## src/rtl/timer_pkg.sv

```systemverilog
// Shared state encoding and defaults for the timer sequencer.
package timer_pkg;

    typedef enum logic [2:0] {
        StIdle  = 3'd0,
        StLong  = 3'd1,
        StShort = 3'd2,
        StDone  = 3'd3,
        StErr   = 3'd4
    } timer_state_e;

    localparam int unsigned DefaultNumRounds = 2;
    localparam int unsigned DefaultWdogLimit = 255;
    localparam int unsigned RoundCntWidth    = 4;
    localparam int unsigned WdogCntWidth     = 10;

    function automatic logic is_active(timer_state_e state);
        return (state == StLong) || (state == StShort);
    endfunction

endpackage

```

## src/rtl/timer_seq_wdog.sv

```systemverilog
// Per-phase cycle counter; flags a phase that has run WDOG_LIMIT cycles without finishing.
module timer_seq_wdog
    import timer_pkg::*;
#(
    parameter int unsigned WDOG_LIMIT = DefaultWdogLimit
) (
    input  logic clk,
    input  logic rst_n,
    input  logic i_clear,
    input  logic i_active,
    output logic o_expire
);

    // The count in a phase's first cycle is 0, so the LIMIT-th cycle sees LIMIT-1.
    localparam logic [WdogCntWidth-1:0] LastCount = WdogCntWidth'(WDOG_LIMIT - 1);

    logic [WdogCntWidth-1:0] r_count;

    always_ff @(posedge clk or negedge rst_n) begin
        if (!rst_n) begin
            r_count <= '0;
        end else if (i_clear) begin
            r_count <= '0;
        end else if (i_active) begin
            r_count <= r_count + 1'b1;
        end
    end

    assign o_expire = i_active && (r_count == LastCount);

endmodule

```

## src/rtl/timer_seq_fsm.sv

```systemverilog
// Sequences LONG->SHORT interval requests for NUM_ROUNDS rounds per run.
// Define TIMER_SEQ_WATCHDOG_EN to add the per-phase watchdog and the ERR state.
module timer_seq_fsm
    import timer_pkg::*;
#(
    parameter int unsigned NUM_ROUNDS = DefaultNumRounds,
    parameter int unsigned WDOG_LIMIT = DefaultWdogLimit
) (
    input  logic       clk,
    input  logic       rst_n,
    input  logic       i_start,
    input  logic       i_abort,
    input  logic       done_counter,
    input  logic       almost_done,
    output logic       i_short_counter,
    output logic       i_long_counter,
    output logic       done_FSM,
    output logic [2:0] o_phase,
    output logic       o_warn,
    output logic       o_error
);

    localparam logic [RoundCntWidth-1:0] LastRound = RoundCntWidth'(NUM_ROUNDS);

    timer_state_e             r_state;
    timer_state_e             w_state_next;
    logic [RoundCntWidth-1:0] r_round;
    logic [RoundCntWidth-1:0] w_round_next;
    logic [RoundCntWidth-1:0] w_round_inc;
    logic                     r_long;
    logic                     r_short;
    logic                     r_done;
    logic                     r_warn;
    logic                     w_wdog_expire;

    assign w_round_inc = r_round + 1'b1;

    always_comb begin
        w_state_next = r_state;
        w_round_next = r_round;
        if (i_abort) begin
            w_state_next = StIdle;
            w_round_next = '0;
        end else begin
            unique case (r_state)
                StIdle: begin
                    w_round_next = '0;
                    if (i_start) begin
                        w_state_next = StLong;
                    end
                end
                StLong: begin
                    if (done_counter) begin
                        w_state_next = StShort;
                    end else if (w_wdog_expire) begin
                        w_state_next = StErr;
                    end
                end
                StShort: begin
                    if (done_counter) begin
                        w_round_next = w_round_inc;
                        w_state_next = (w_round_inc == LastRound) ? StDone : StLong;
                    end else if (w_wdog_expire) begin
                        w_state_next = StErr;
                    end
                end
                StDone: begin
                    w_state_next = StIdle;
                    w_round_next = '0;
                end
                StErr: begin
                    w_round_next = '0;
                end
                default: begin
                    w_state_next = StIdle;
                    w_round_next = '0;
                end
            endcase
        end
    end

    // Outputs are decoded from the next state so they line up with the state register.
    always_ff @(posedge clk or negedge rst_n) begin
        if (!rst_n) begin
            r_state <= StIdle;
            r_round <= '0;
            r_long  <= 1'b0;
            r_short <= 1'b0;
            r_done  <= 1'b0;
            r_warn  <= 1'b0;
        end else begin
            r_state <= w_state_next;
            r_round <= w_round_next;
            r_long  <= (w_state_next == StLong);
            r_short <= (w_state_next == StShort);
            r_done  <= (w_state_next == StDone);
            r_warn  <= almost_done && is_active(r_state) && is_active(w_state_next);
        end
    end

    assign i_long_counter  = r_long;
    assign i_short_counter = r_short;
    assign done_FSM        = r_done;
    assign o_warn          = r_warn;
    assign o_phase         = r_state;

`ifdef TIMER_SEQ_WATCHDOG_EN
    logic w_wdog_clear;
    logic r_error;

    assign w_wdog_clear = (w_state_next != r_state);

    timer_seq_wdog #(
        .WDOG_LIMIT(WDOG_LIMIT)
    ) u_wdog (
        .clk      (clk),
        .rst_n    (rst_n),
        .i_clear  (w_wdog_clear),
        .i_active (is_active(r_state)),
        .o_expire (w_wdog_expire)
    );

    always_ff @(posedge clk or negedge rst_n) begin
        if (!rst_n) begin
            r_error <= 1'b0;
        end else begin
            r_error <= (w_state_next == StErr);
        end
    end

    assign o_error = r_error;
`else
    logic w_unused_wdog_limit;

    assign w_unused_wdog_limit = ^(WdogCntWidth'(WDOG_LIMIT));
    assign w_wdog_expire       = 1'b0;
    assign o_error             = 1'b0;
`endif

endmodule

```

## config.mk

```make
export PLATFORM = sky130hd
export DESIGN_NAME = timer_seq_fsm
export DESIGN_NICKNAME = d
export VERILOG_FILES = /design/src/rtl/timer_pkg.sv /design/src/rtl/timer_seq_wdog.sv /design/src/rtl/timer_seq_fsm.sv
export SDC_FILE = /design/constraint.sdc
export NUM_CORES = 1
export LEC_CHECK = 0
export ABC_AREA = 0
export CAP_MARGIN = 5
export CORE_MARGIN = 1.5
export CORE_UTILIZATION = 46
export DETAILED_ROUTE_END_ITERATION = 12
export PLACE_DENSITY = 0.74
export SKIP_CTS_REPAIR_TIMING = 1
export SYNTH_ARGS = -nofsm -noshare
export SYNTH_HDL_FRONTEND = slang
export SYNTH_HIERARCHICAL = 1
export SYNTH_SLANG_ARGS = --single-unit
```

## constraint.sdc

```tcl
create_clock -name clk -period 1.5 [get_ports clk]
set_input_delay 0.3 -clock clk [delete_from_list [all_inputs] [get_ports clk]]
set_output_delay 0.3 -clock clk [all_outputs]
set_load 0.005 [all_outputs]
```

==> flow_summary.toml <==
[finish]
syn2layout_area_growth_pct = 41.6
drive_above_1_share_pct = 30.6
nNetsFinal = 94
fill_cells = 84
stdcell_area_sq_um = 860
regArea_sq_um = 279
multiInputGateArea_sq_um = 312
diodes = 0

[floorplanning]
dieArea_sq_um = 1550
ioPinCount = 14
initial_utilization_pct = 51.8
die_w_um = 39.3
die_h_um = 39.3
rows = 12
coreArea_sq_um = 1170

[setup_path]
end_kind = "flip-flop"
start_kind = "flip-flop"
cp_max_fo = 4
reg2reg_from = "r_round[1]"
reg2reg_slack_ps = -30
worstPathArrival_ps = 1680
crit_type = "flip-flop to flip-flop"
worstPathRequired_ps = 1650
r2r_end = "o_warn"
reg2regPathDepth = 7

[timing]
setup_slack_ps = -33.1
fmax_mhz = 652
rsz0062_at_grt = "true"
post-route-min-period_ps = 1530
post-route-period-util_pct = 102
setup_viol_count_final = 1
final-hold-violation-count = 0
slew_viol_final = 0
fin_skew_ps = 2.25

[grt]
grt_pass1_wl_mm = 1.85
grt_max_degree = 12
overflow = 0
antenna_found_initial = 0
grt_pass1_vias = 463
grt.total_usage_pct = 19.0

[yosys]
ys_warn_count = 6
ys_types = 32
yosysTopAreaCell = "dfrtp_1"
yosys-top-cells-area = "dfrtp_1, nand2b_1, nor2_1"
synth_area_sq_um = 607
ys_ff_latch = 11
synth_top_cell_area_share_pct = 45.4
postSynthCellCount = 61
synth_nets = 69
ys_seq_area_share_pct = 45.4
avgSynthCellArea_sq_um = 9.95

[cts]
clock-sinks = 11
numCtsBuffers = 3
clkTransAtPathRegs_ps = 60
clk_latency_ps = 260
htreeDepth = 1
cts_root_buf = "clkbuf_4"
cts_buffer_depth = 2
cts_tree = "built"

[drt]
drtIter0Drc = 5
drc = 0
via_count = 489
routed_via_density = 4.94
ant_nets = 0
wl_per_cell_um = 11.9
drt-pass1-iter-count = 4
wl_mm = 1.18

[run_status]
violations = "negative setup slack"
status = "finished, violations left"

[pwr]
ir_drop_v = 0.000603
leakagePower_nw = 0.447
p_per_area_nw_per_um2 = 766

[placement]
dpl_cell_area_sq_um = 793
finalWeightedCongestion = 0.745
port_buffers = 12
place_hpwl_um = 942
pre_cts_ws_ps = -284

[flow_run]
cap_violations = 0

[hold_path]
hold_path_class = "primary input to async pin"
==> cells in the mapped netlist, drive strengths merged <==
master  count
nand3       2
ha          2
nor3        1
xor2        2
a21boi      1
nor4b       1
and4bb      1
nand3b      1
o21ai       4
and3        1
nor3b       2
o21bai      2
a21oi       2
nand4b      1
a21o        1
nand2b      6
nor2        7
conb        1
dfrtp      11
nor2b       1
a22oi       1
or2         1
nand2       2
nor4        1
inv         3
buf         3
==> cells in the final DEF, fill, tap and decap left out, drive strengths merged, types with 2 or more instances in the layout <==
cell type,netlist,routed
a21oi,2,2
buf,3,11
clkbuf,0,4
clkdlybuf4s50,0,9
dfrtp,11,11
dlymetal6s2s,0,3
ha,2,2
inv,3,3
nand2,2,2
nand2b,6,6
nand3,2,2
nor2,7,7
nor3b,2,2
o21ai,4,4
o21bai,2,2
xor2,2,2
==> critical path: stages (launching register included) <==
cell and delay (ps):
dfrtp_1 400, inv_1 60, ha_1 130, and4bb_1 190, and3_4 170, a21boi_2 60, or2_4 250, a21o_1 160
==> through the flow <==
step / TNS [ps] / hold WS, ps / total power (W) / cells / utilization [%]
floorplan: 0 / 4.41 / 0.000393 / 61 / -
CTS: -362 / 361 / 0.000659 / 98 / 70.0
global route: -126 / 379 / 0.000709 / 99 / 73.4
detailed placement: -1220 / 501 / 0.000468 / 94 / 67.7
finish: -33.1 / 353 / 0.000658 / 99 / 73.4
global placement: -968 / 508 / 0.000465 / 94 / 67.7
==> power breakdown <==
group,switching (W),leakage [nW],total [W],internal [W]
clock network,0.0000852,0.0150,0.000188,0.000103
logic,0.0000605,0.286,0.000147,0.0000868
registers,0.0000128,0.146,0.000323,0.000310
==> how the worst max path moves through the flow <==
stage / from / end / slack (ps) / depth (start not counted)
after global placement: done_counter / o_warn / -230 / 6
after detailed placement: done_counter / o_warn / -280 / 6
final: r_round[1] / o_warn / -30 / 7
after CTS: o_phase[0] / o_phase[0] / -160 / 2
after global routing: r_round[1] / o_warn / -90 / 7
after floorplan: o_phase[0] / o_warn / 60 / 6
==> sequential cells by signal, indices dropped and copies added, names as in the netlist <==
signal / count
o_warn: 1
i_long_counter: 1
r_round: 4
o_phase: 3
done_FSM: 1
i_short_counter: 1
==> per-layer routing <==
| layer | vias to the layer above | part of all wire (%) | global-route usage, % |
|---|---|---|---|
| met2 | 8 | 48 | 30.8 |
| met1 | 227 | 48 | 21.6 |
| li1 | 252 | - | - |
| met3 | 2 | 3.1 | 5.11 |
| met4 | 0 | 0.85 | 12.9 |
| met5 | - | 0 | 0 |
==> cell type report <==
| class | instances | area share (%) |
|---|---|---|
| inverters | 3 | 1.31 |
| flip-flops and latches | 11 | 32.5 |
| multi-input cells | 44 | 36.2 |
| clock buffers | 4 | 3.06 |
| well taps | 14 | 2.04 |
| repair buffers | 23 | 24.9 |
==> logic make-up (layout without fill, tap and decap cells) <==
| logic type | Yosys count | in the layout | share of synthesized area [%] |
|---|---|---|---|
| DFF | 11 | 11 | 45.4 |
| xor gates and xnor gates | 2 | 2 | 2.89 |
| adders and majority gates | 2 | 2 | 4.12 |
| AOI/OAI and AO/OA | 11 | 11 | 11.8 |
| and+or+nand+nor | 28 | 28 | 29.1 |
| other | 1 | 1 | 0.618 |
| buffers and inverters | 6 | 30 | 6.18 |
(Power assumes the default switching activity.)
